**src/rtl/arbitro_bus_3.sv**
```systemverilog
// arbitro_bus_3: round-robin arbiter and sequencer for the shared 3-input,
// 16-bit datapath source mux. It issues one-hot grants in the order
// A -> B -> C -> A, limits each grant window to MAX_CICLOS cycles, and
// drives a registered mux select that never takes the illegal code 2'd3.
module arbitro_bus_3 #(
  parameter int MAX_CICLOS = 4
) (
  input  logic       clk,
  input  logic       reset,
  input  logic [2:0] Req,
  output logic [2:0] Grant,
  output logic [1:0] Sel,
  output logic       Ocupado,
  output logic       Rotacion
);

  typedef enum logic {
    IDLE    = 1'b0,
    GRANTED = 1'b1
  } estadoT;

  localparam logic [7:0] maxBeats = 8'(MAX_CICLOS);

  // Requester indices use the Sel encoding: A=2, B=1, C=0.
  localparam logic [1:0] idxA = 2'd2;
  localparam logic [1:0] idxB = 2'd1;
  localparam logic [1:0] idxC = 2'd0;

  estadoT     estado;
  estadoT     estadoNext;
  logic [1:0] ultimo;
  logic [1:0] ultimoNext;
  logic [7:0] beats;
  logic [7:0] beatsNext;
  logic [2:0] grantNext;
  logic [1:0] selNext;
  logic       ocupadoNext;
  logic       rotacionNext;

  logic       holderReq;
  logic       liberar;
  logic       nuevaConcesion;
  logic [1:0] base;
  logic [1:0] cand1;
  logic [1:0] cand2;
  logic       hayGanador;
  logic [1:0] ganador;

  // Successor in round-robin order: C(0) -> A(2) -> B(1) -> C(0).
  function automatic logic [1:0] siguiente(input logic [1:0] idx);
    logic [1:0] res;
    case (idx)
      idxC:    res = idxA;
      idxA:    res = idxB;
      default: res = idxC;
    endcase
    return res;
  endfunction

  // Request line belonging to a requester index.
  function automatic logic reqDe(input logic [2:0] r, input logic [1:0] idx);
    logic res;
    case (idx)
      idxA:    res = r[2];
      idxB:    res = r[1];
      idxC:    res = r[0];
      default: res = 1'b0;
    endcase
    return res;
  endfunction

  // One-hot grant pattern for a requester index.
  function automatic logic [2:0] unoCaliente(input logic [1:0] idx);
    logic [2:0] res;
    case (idx)
      idxA:    res = 3'b100;
      idxB:    res = 3'b010;
      idxC:    res = 3'b001;
      default: res = 3'b000;
    endcase
    return res;
  endfunction

  // Release detection and round-robin winner search; while granted the
  // holder is the current Sel value, and on release it becomes the base.
  always_comb begin
    holderReq  = reqDe(Req, Sel);
    liberar    = (estado == GRANTED) && (!holderReq || (beats == maxBeats));
    base       = liberar ? Sel : ultimo;
    cand1      = siguiente(base);
    cand2      = siguiente(cand1);
    hayGanador = 1'b1;
    ganador    = base;
    if (reqDe(Req, cand1)) begin
      ganador = cand1;
    end else if (reqDe(Req, cand2)) begin
      ganador = cand2;
    end else if (reqDe(Req, base)) begin
      ganador = base;
    end else begin
      hayGanador = 1'b0;
    end
    nuevaConcesion = hayGanador && ((estado == IDLE) || liberar);
  end

  // State register plus all registered outputs; reset wins over everything.
  always_ff @(posedge clk) begin
    if (reset) begin
      estado   <= IDLE;
      ultimo   <= idxC;
      beats    <= 8'd0;
      Grant    <= 3'b000;
      Sel      <= 2'd0;
      Ocupado  <= 1'b0;
      Rotacion <= 1'b0;
    end else begin
      estado   <= estadoNext;
      ultimo   <= ultimoNext;
      beats    <= beatsNext;
      Grant    <= grantNext;
      Sel      <= selNext;
      Ocupado  <= ocupadoNext;
      Rotacion <= rotacionNext;
    end
  end

  // Next FSM state: enter or stay GRANTED while someone is being served.
  always_comb begin
    estadoNext = estado;
    case (estado)
      IDLE: begin
        if (hayGanador) begin
          estadoNext = GRANTED;
        end
      end
      GRANTED: begin
        if (liberar && !hayGanador) begin
          estadoNext = IDLE;
        end
      end
      default: estadoNext = IDLE;
    endcase
  end

  // Next values of the window counter, last holder and registered outputs.
  always_comb begin
    grantNext    = Grant;
    selNext      = Sel;
    beatsNext    = beats;
    ultimoNext   = ultimo;
    rotacionNext = 1'b0;
    if (liberar) begin
      ultimoNext = Sel;
    end
    if (nuevaConcesion) begin
      grantNext    = unoCaliente(ganador);
      selNext      = ganador;
      beatsNext    = 8'd1;
      rotacionNext = 1'b1;
    end else if (liberar) begin
      grantNext = 3'b000;
      beatsNext = 8'd0;
    end else if (estado == GRANTED) begin
      beatsNext = beats + 8'd1;
    end
    ocupadoNext = (grantNext != 3'b000);
  end

endmodule

```
**config.mk**
```make
export PLATFORM = sky130hd
export DESIGN_NAME = arbitro_bus_3
export DESIGN_NICKNAME = d
export VERILOG_FILES = /design/src/rtl/arbitro_bus_3.sv
export SDC_FILE = /design/constraint.sdc
export NUM_CORES = 1
export LEC_CHECK = 0
export CELL_PAD_IN_SITES_DETAIL_PLACEMENT = 0
export CELL_PAD_IN_SITES_GLOBAL_PLACEMENT = 1
export CORE_MARGIN = 2
export CORE_UTILIZATION = 36
export CTS_CLUSTER_SIZE = 16
export DETAILED_ROUTE_END_ITERATION = 16
export PLACE_DENSITY_LB_ADDON = 0.1
export SYNTH_ARGS = -nofsm -noshare
export SYNTH_HDL_FRONTEND = slang
export SYNTH_SLANG_ARGS = --single-unit
export TNS_END_PERCENT = 100
```
**constraint.sdc**
```tcl
create_clock -name clk -period 2 [get_ports clk]
set_clock_uncertainty 0.1 [all_clocks]
set_input_delay 0.4 -clock clk [delete_from_list [all_inputs] [get_ports clk]]
set_output_delay 0.4 -clock clk [all_outputs]
set_load 0.03 [all_outputs]
```
== Word level (Yosys, flattened, before mapping) ==
Cells that the tools add are included.
Storage, ports and cells
  bits in registers: 18
  output and inout bits: 7
Operators by class
  add/sub/neg operators: 1
  equality and inequality tests: 11
  mux-type cells: 25
  bitwise operators: 1
  reduce and logical (&&, ||, !) cells: 15
Operator list (count)
  two-way mux 1 bit: 12
  case mux 1 bit (3 select lines): 4
  equality test 2 x 1 -> 1 bit, second input constant: 5
  equality test 2 bit, second input constant: 5
  logical NOT 2 bit: 5
  case mux 3 bit (3 select lines): 1
  adder 8 x 1 -> 8 bit, second input constant: 1
  equality test 8 x 3 -> 1 bit, second input constant: 1
  case mux 2 bit (2 select lines): 2
  two-way mux 2 bit: 3
  two-way mux 3 bit: 2
  nonzero test 3 bit: 2
  logical AND 1 bit: 3
  OR reduction 3 bit: 1
  logical NOT 1 bit: 2
  logical OR 1 bit: 2
  case mux 1 bit (2 select lines): 1
  inverter 1 bit: 1

== Longest topological paths before layout ==
  depth in word-level cells: 22
  gate-level depth with buffers: 10

== Worst setup path before layout ==
No wires, ideal clock.
  path type: register -> register
  start: register Sel[1]
  end: register Grant[0]
  arrival: 1.948 ns
  data required time: 1.812 ns
  path slack: -0.136 ns
  stages on the path, launching flop included: 9
  path buffers: 2
  clock period less this slack: 2.136 ns
  cell sequence: dfxtp_1 -> buf_6 -> mux2i_1 -> o21ai_1 -> a21o_1 -> buf_6 -> a211o_1 -> nand2b_4 -> o32ai_2
On the way
  word-level cells in the longest chain between the ends: 18
  elaborated cells on any way between the ends: 38
Ends and longest elaborated chain
  start, declared: line 12  | output logic [1:0] Sel,
  start signal, assigned: line 121  | Sel <= selNext;
  equality test 2 x 1 -> 1 bit (tied with other cells): line 63  | case (idx)
  case mux 1 bit (3 select lines): line 63
  logical NOT 1 bit: line 88  | liberar = (estado == GRANTED) && (!holderReq || (beats == maxBeats));
  logical OR 1 bit: line 88
  logical AND 1 bit: line 88
  two-way mux 2 bit
  equality test 2 bit or logical NOT 2 bit (tied branches): line 52, 63
  case mux 2 bit (2 select lines): line 52  | case (idx)
  [... 2 more ...]
  equality test 2 x 1 -> 1 bit (tied with other cells): line 63
  case mux 1 bit (3 select lines): line 63
  two-way mux 1 bit: line 94  | if (reqDe(Req, cand1)) begin
  two-way mux 2 bit: line 96  | end else if (reqDe(Req, cand2)) begin
  two-way mux 2 bit: line 94
  equality test 2 x 1 -> 1 bit (tied with other cells): line 75  | case (idx)
  case mux 3 bit (3 select lines): line 75
  two-way mux 3 bit (*): line 155  | if (nuevaConcesion) begin
  end signal, assigned: line 120  | Grant <= grantNext;
  end, declared: line 11  | output logic [2:0] Grant,
Every way passes the cells marked *; elsewhere a longest branch is shown, timed or not. The select of a mux whose other input is x is not followed.
A chain may end at the register's enable or synchronous reset.

== Worst setup path in the final report ==
  start: input Req[2]
  end: register Grant[0]
On the way
  word-level cells in the longest chain between the ends: 17
  elaborated cells on any way between the ends: 35
Ends and longest elaborated chain
  start, declared: line 10  | input logic [2:0] Req,
  case mux 1 bit (3 select lines): line 63
  logical NOT 1 bit: line 88
  logical OR 1 bit: line 88
  logical AND 1 bit: line 88
  two-way mux 2 bit
  equality test 2 bit or logical NOT 2 bit (tied branches): line 52, 63
  case mux 2 bit (2 select lines): line 52
  equality test 2 bit or logical NOT 2 bit (tied branches): line 52, 63
  case mux 2 bit (2 select lines): line 52
  equality test 2 x 1 -> 1 bit (tied with other cells): line 63
  case mux 1 bit (3 select lines): line 63
  two-way mux 1 bit: line 94
  two-way mux 2 bit: line 96
  two-way mux 2 bit: line 94
  equality test 2 x 1 -> 1 bit (tied with other cells): line 75
  case mux 3 bit (3 select lines): line 75
  two-way mux 3 bit (*): line 155
Marked as above.

==> results.txt <==
- Total power per unit cell area: 721 nW/um2
* Launch point of the worst reg-to-reg path: beats[0]$_SDFFE_PP0P_
* Dominant combinational cell family by area after synthesis: simple AND/OR/NAND/NOR gates
- At the end of routability-driven placement, the weighted congestion stood at 0.859.
- Area occupied by multi-input gates: 567 um2
* Count of hold-fix buffers inserted at cts: 0
- Fraction of power spent switching nets: 30.6%
- The mapped netlist covers 958 um2.
* Area added between synthesis and finish: 33.9%
* Antenna-violating nets left: 0
- Total setup violations reported at the end of the flow: 5
- Failing checks: negative setup slack
- The clock network is responsible for 24.0% of the overall power.
- Of the total synthesized cell area, the portion taken by XOR and XNOR cells is 5.48%.
- The startpoint identified for the worst hold timing path is Grant[0]$_SDFF_PP0_.
- Result of the run: finished with violations
- IO Count: 12
- The synthesized design contains 0 enable-type register cells.
- Number of remaining DRC errors: 0
- The number of nets handed over by synthesis was 116.
* Kind of launch point of the worst setup path: primary input
- The internal portion of the total power is 0.642 mW.
* Synth async-reset ratio: 0%
- The synthesized design contains 18 register bits.
- Wire length of the first global-routing pass: 3700 um
- Switching component of the power: 0.283 mW
- Count of synthesis-stage warnings from yosys: 0
* Area share of the leading cell type in the synthesized netlist: 37.6%
- Total number of clock tree sinks: 18
- Clock slew at the register clock pins of the worst setup and hold paths: 0.10 ns
- Walking the worst path, the cells encountered are clkdlybuf4s50_1, mux2i_1, o21ai_1, a21o_4, a211o_4, nand2b_4, o32ai_2.
- After layout, the worst path uses 104% of the clock period.
- For this block, the initial DRC count from the detailed router was 17.
- The endpoint identified for the worst register-to-register timing path is Grant[0]$_SDFF_PP0_.
- Leakage power: 0.556 nW
* Main flop type after synthesis: sky130_fd_sc_hd__dfxtp_1
* End point of the most critical hold path: Grant[0]$_SDFF_PP0_
- Across all register-to-register paths, the minimum setup slack is -0.07 ns.
* Clock tree buffer depth: 2
* Maximum number of pins on one net before global-route repair: 11
* Count of maximum capacitance violations: 0
- The routed design could run at a clock period as short as 2.08 ns.
* Vias/cell: 5.10
* Vias after detailed routing: 857
* Part of the power in registers: 44.8%
- Post-placement worst setup slack: -0.353 ns
- Core Footprint: 2500 um2
- In this run the number of H-tree levels came out at 1.
* Maximum fanout along the worst path: 5
* Arr. time, crit path: 2.18 ns
* FP Rows: 18
* Worst slew margin relative to its limit: 78.7%
- The via count of the first global-routing pass came to 828.
- Multiplexer area fraction after synthesis: 7.83%
- CTS tree: yes
- Worst-path cell with the longest stage delay: sky130_fd_sc_hd__clkdlybuf4s50_1
- Die boundary width: 55.6 um
- Global routing finished with a remaining overflow of 0.
- Of the total power, combinational logic draws 31.2%.
* Total wire length: 2120 um
- Fraction of final layout cells with drive strength greater than 1: 29.7%
- The HPWL after detailed placement is 1610 um.
* Endpoints failing hold: 0
* PnR Total Power: 0.925 mW
* Peak ir drop on the vdd network: 0.488 mV
- Min-Delay Path Depth: 2
- Net total in the final layout: 146
- Sequential cells were found to cover 37.6% of the synthesized design area.
- Chip height: 55.6 um
- STA puts the critical path data required time at 2.10 ns.
- The number of clock buffers added by TritonCTS is 3.
* Register cell area after layout: 367 um2
* Utilization after layout: 51.4%
- With fillers left out, the area of the finished cells amounts to 1280 um2.
* Post-synthesis share of cell area spent on and, or, nand and nor gates: 23.2%
* Classification of the worst-slack hold path: register to register
* Root buffer cell: sky130_fd_sc_hd__clkbuf_4
- The number of slew-limit violations in the final report is 0.
- Area leader, netlist: sky130_fd_sc_hd__dfxtp_1
* Wire length per cell: 12.6 um
- Counting the fill cells in the layout gives 238.
- Each instance of the synthesized netlist takes up on average 8.79 um2.
* Synth unique cells: 36
- Inserted Diodes: 0
* Class of the most critical setup path: primary input to register
* Count of cells along the worst register-to-register path: 8
* Gate count of the mapped netlist: 109
- IO buf count: 11
* Total die area: 3090 um2
- Before antenna repair, the detailed router went through 4 iterations.
- Antenna violations before repair: 0
* Initial standard-cell utilization of the core: 38.3%
- Maximum frequency from static timing analysis: 482 MHz
- Summing the areas of all fa, ha and maj instances in the mapped netlist gives 2.61% of the synthesized area.
- The worst setup path is captured at a register.
- Summing all placed instances gives a cell area of 1200 um2.
* RSZ-0062 raised after global routing: true
* Synth area leaders: sky130_fd_sc_hd__dfxtp_1 (38%), sky130_fd_sc_hd__mux2i_1 (6.3%), sky130_fd_sc_hd__nor2_1 (4.7%), sky130_fd_sc_hd__xor2_1 (4.6%), sky130_fd_sc_hd__inv_1 (3.1%)
- Later-pin clock latency in the skew report: 0.29 ns
- After layout, the worst setup slack is -0.0767 ns.
* Slew at the pin closest to its max-slew limit: 0.318 ns
- Crit-path max cell delay: 0.42 ns
- Global routing used 14.9% of the available tracks across all layers.
- The synthesized netlist devotes 17.0% of its cell area to compound gates.
[synthesized netlist by cell type, types with 2 or more instances]
| library cell | instances |
|---|---|
| sky130_fd_sc_hd__buf_6 | 2 |
| sky130_fd_sc_hd__inv_1 | 8 |
| sky130_fd_sc_hd__xor2_1 | 5 |
| sky130_fd_sc_hd__a211o_1 | 3 |
| sky130_fd_sc_hd__a21oi_1 | 5 |
| sky130_fd_sc_hd__nor3_1 | 2 |
| sky130_fd_sc_hd__nor2_1 | 12 |
| sky130_fd_sc_hd__and4_1 | 2 |
| sky130_fd_sc_hd__and3_1 | 2 |
| sky130_fd_sc_hd__dfxtp_1 | 18 |
| sky130_fd_sc_hd__nand4_1 | 2 |
| sky130_fd_sc_hd__a211oi_1 | 3 |
| sky130_fd_sc_hd__o21ai_0 | 4 |
| sky130_fd_sc_hd__o21ai_1 | 2 |
| sky130_fd_sc_hd__a22o_1 | 2 |
| sky130_fd_sc_hd__ha_1 | 2 |
| sky130_fd_sc_hd__mux2i_1 | 6 |
| sky130_fd_sc_hd__nand3_1 | 4 |
| sky130_fd_sc_hd__nand2_1 | 8 |
[worst max path at each step]
stage | startpoint | cells after the start | slack, ns | endpoint
6_report | Req[2] | 7 | -0.08 | Grant[0]$_SDFF_PP0_
5_1_grt | beats[0]$_SDFFE_PP0P_ | 8 | -0.16 | Grant[0]$_SDFF_PP0_
4_1_cts | beats[0]$_SDFFE_PP0P_ | 8 | -0.08 | Grant[0]$_SDFF_PP0_
3_5_place_dp | Req[0] | 7 | -0.35 | Grant[0]$_SDFF_PP0_
3_3_place_gp | Req[0] | 7 | -0.31 | Grant[0]$_SDFF_PP0_
2_1_floorplan | beats[0]$_SDFFE_PP0P_ | 8 | 0.02 | Grant[1]$_SDFF_PP0_
[power by group through the flow]
stage / Combinational [mW] / Sequential, mW / Clock [mW]
after floorplan: 0.138 / 0.451 / 0
after detailed placement: 0.265 / 0.422 / 0
after CTS: 0.276 / 0.414 / 0.232
after global routing: 0.314 / 0.420 / 0.249
after global placement: 0.265 / 0.423 / 0
final: 0.288 / 0.415 / 0.222
[flip-flops by register name (all words and copies together), names as in the netlist]
register / cells
Ocupado: 1
beats: 8
Rotacion: 1
Grant: 3
estado: 1
ultimo: 2
Sel: 2
[cell type report]
cell class                      count  area share, %
Inverter                            9           2.83
Timing Repair Buffer               28           18.7
Sequential cell                    18           28.6
Tap cell                           30           2.92
Clock buffer                        4           2.83
Multi-Input combinational cell     79           44.2
[layout by cell type (no fill, tap or decap), drive strengths merged, types with 2 or more instances in the layout]
| cell type | instances |
|---|---|
| a211o | 3 |
| a211oi | 3 |
| a21oi | 5 |
| a22o | 2 |
| and3 | 2 |
| and4 | 2 |
| buf | 17 |
| clkbuf | 4 |
| clkdlybuf4s50 | 10 |
| dfxtp | 18 |
| ha | 2 |
| inv | 9 |
| mux2i | 6 |
| nand2 | 8 |
| nand2b | 2 |
| nand3 | 4 |
| nand4 | 2 |
| nor2 | 12 |
| nor3 | 3 |
| o21ai | 7 |
| or2 | 2 |
| xor2 | 5 |
[per-layer routing]
metal / part of all wire [%] / track usage [%]
met2: 45 / 23.0
met3: 2.9 / 2.79
met1: 51 / 20.7
met5: 0 / 0
met4: 0.61 / 5.23
[cells by family after synthesis]
logic type | count (synthesis)
and+or+nand+nor | 41
AOI/OAI and AO/OA | 23
adders and majority gates | 2
buffers and inverters | 12
xor gates and xnor gates | 6
muxes | 7
DFF | 18
[critical path, delay by kind of cell]
family	cells	cell delay (ns)
AND/OR/NAND/NOR	1	0.17
multiplexers	1	0.21
AO/OA/AOI/OAI	4	0.98
buffers and inverters	1	0.42
[repair_timing]
item                                    in CTS  in global routing
pin swaps                                    1                  4
setup buffers                                1                  1
endpoints found under the setup margin       5                  6
gates resized for setup                      1                 12
gates cloned                                 0                  0
[through the flow]
step                      TNS, ns  hold slack (ns)  instances
after global placement      -2.51            0.372        162
after global routing       -0.641            0.440        168
final                      -0.195            0.406        168
after CTS                  -0.167            0.414        167
after floorplan                 0            0.359        109
after detailed placement    -2.63            0.393        162
(Power assumes the default switching activity.)
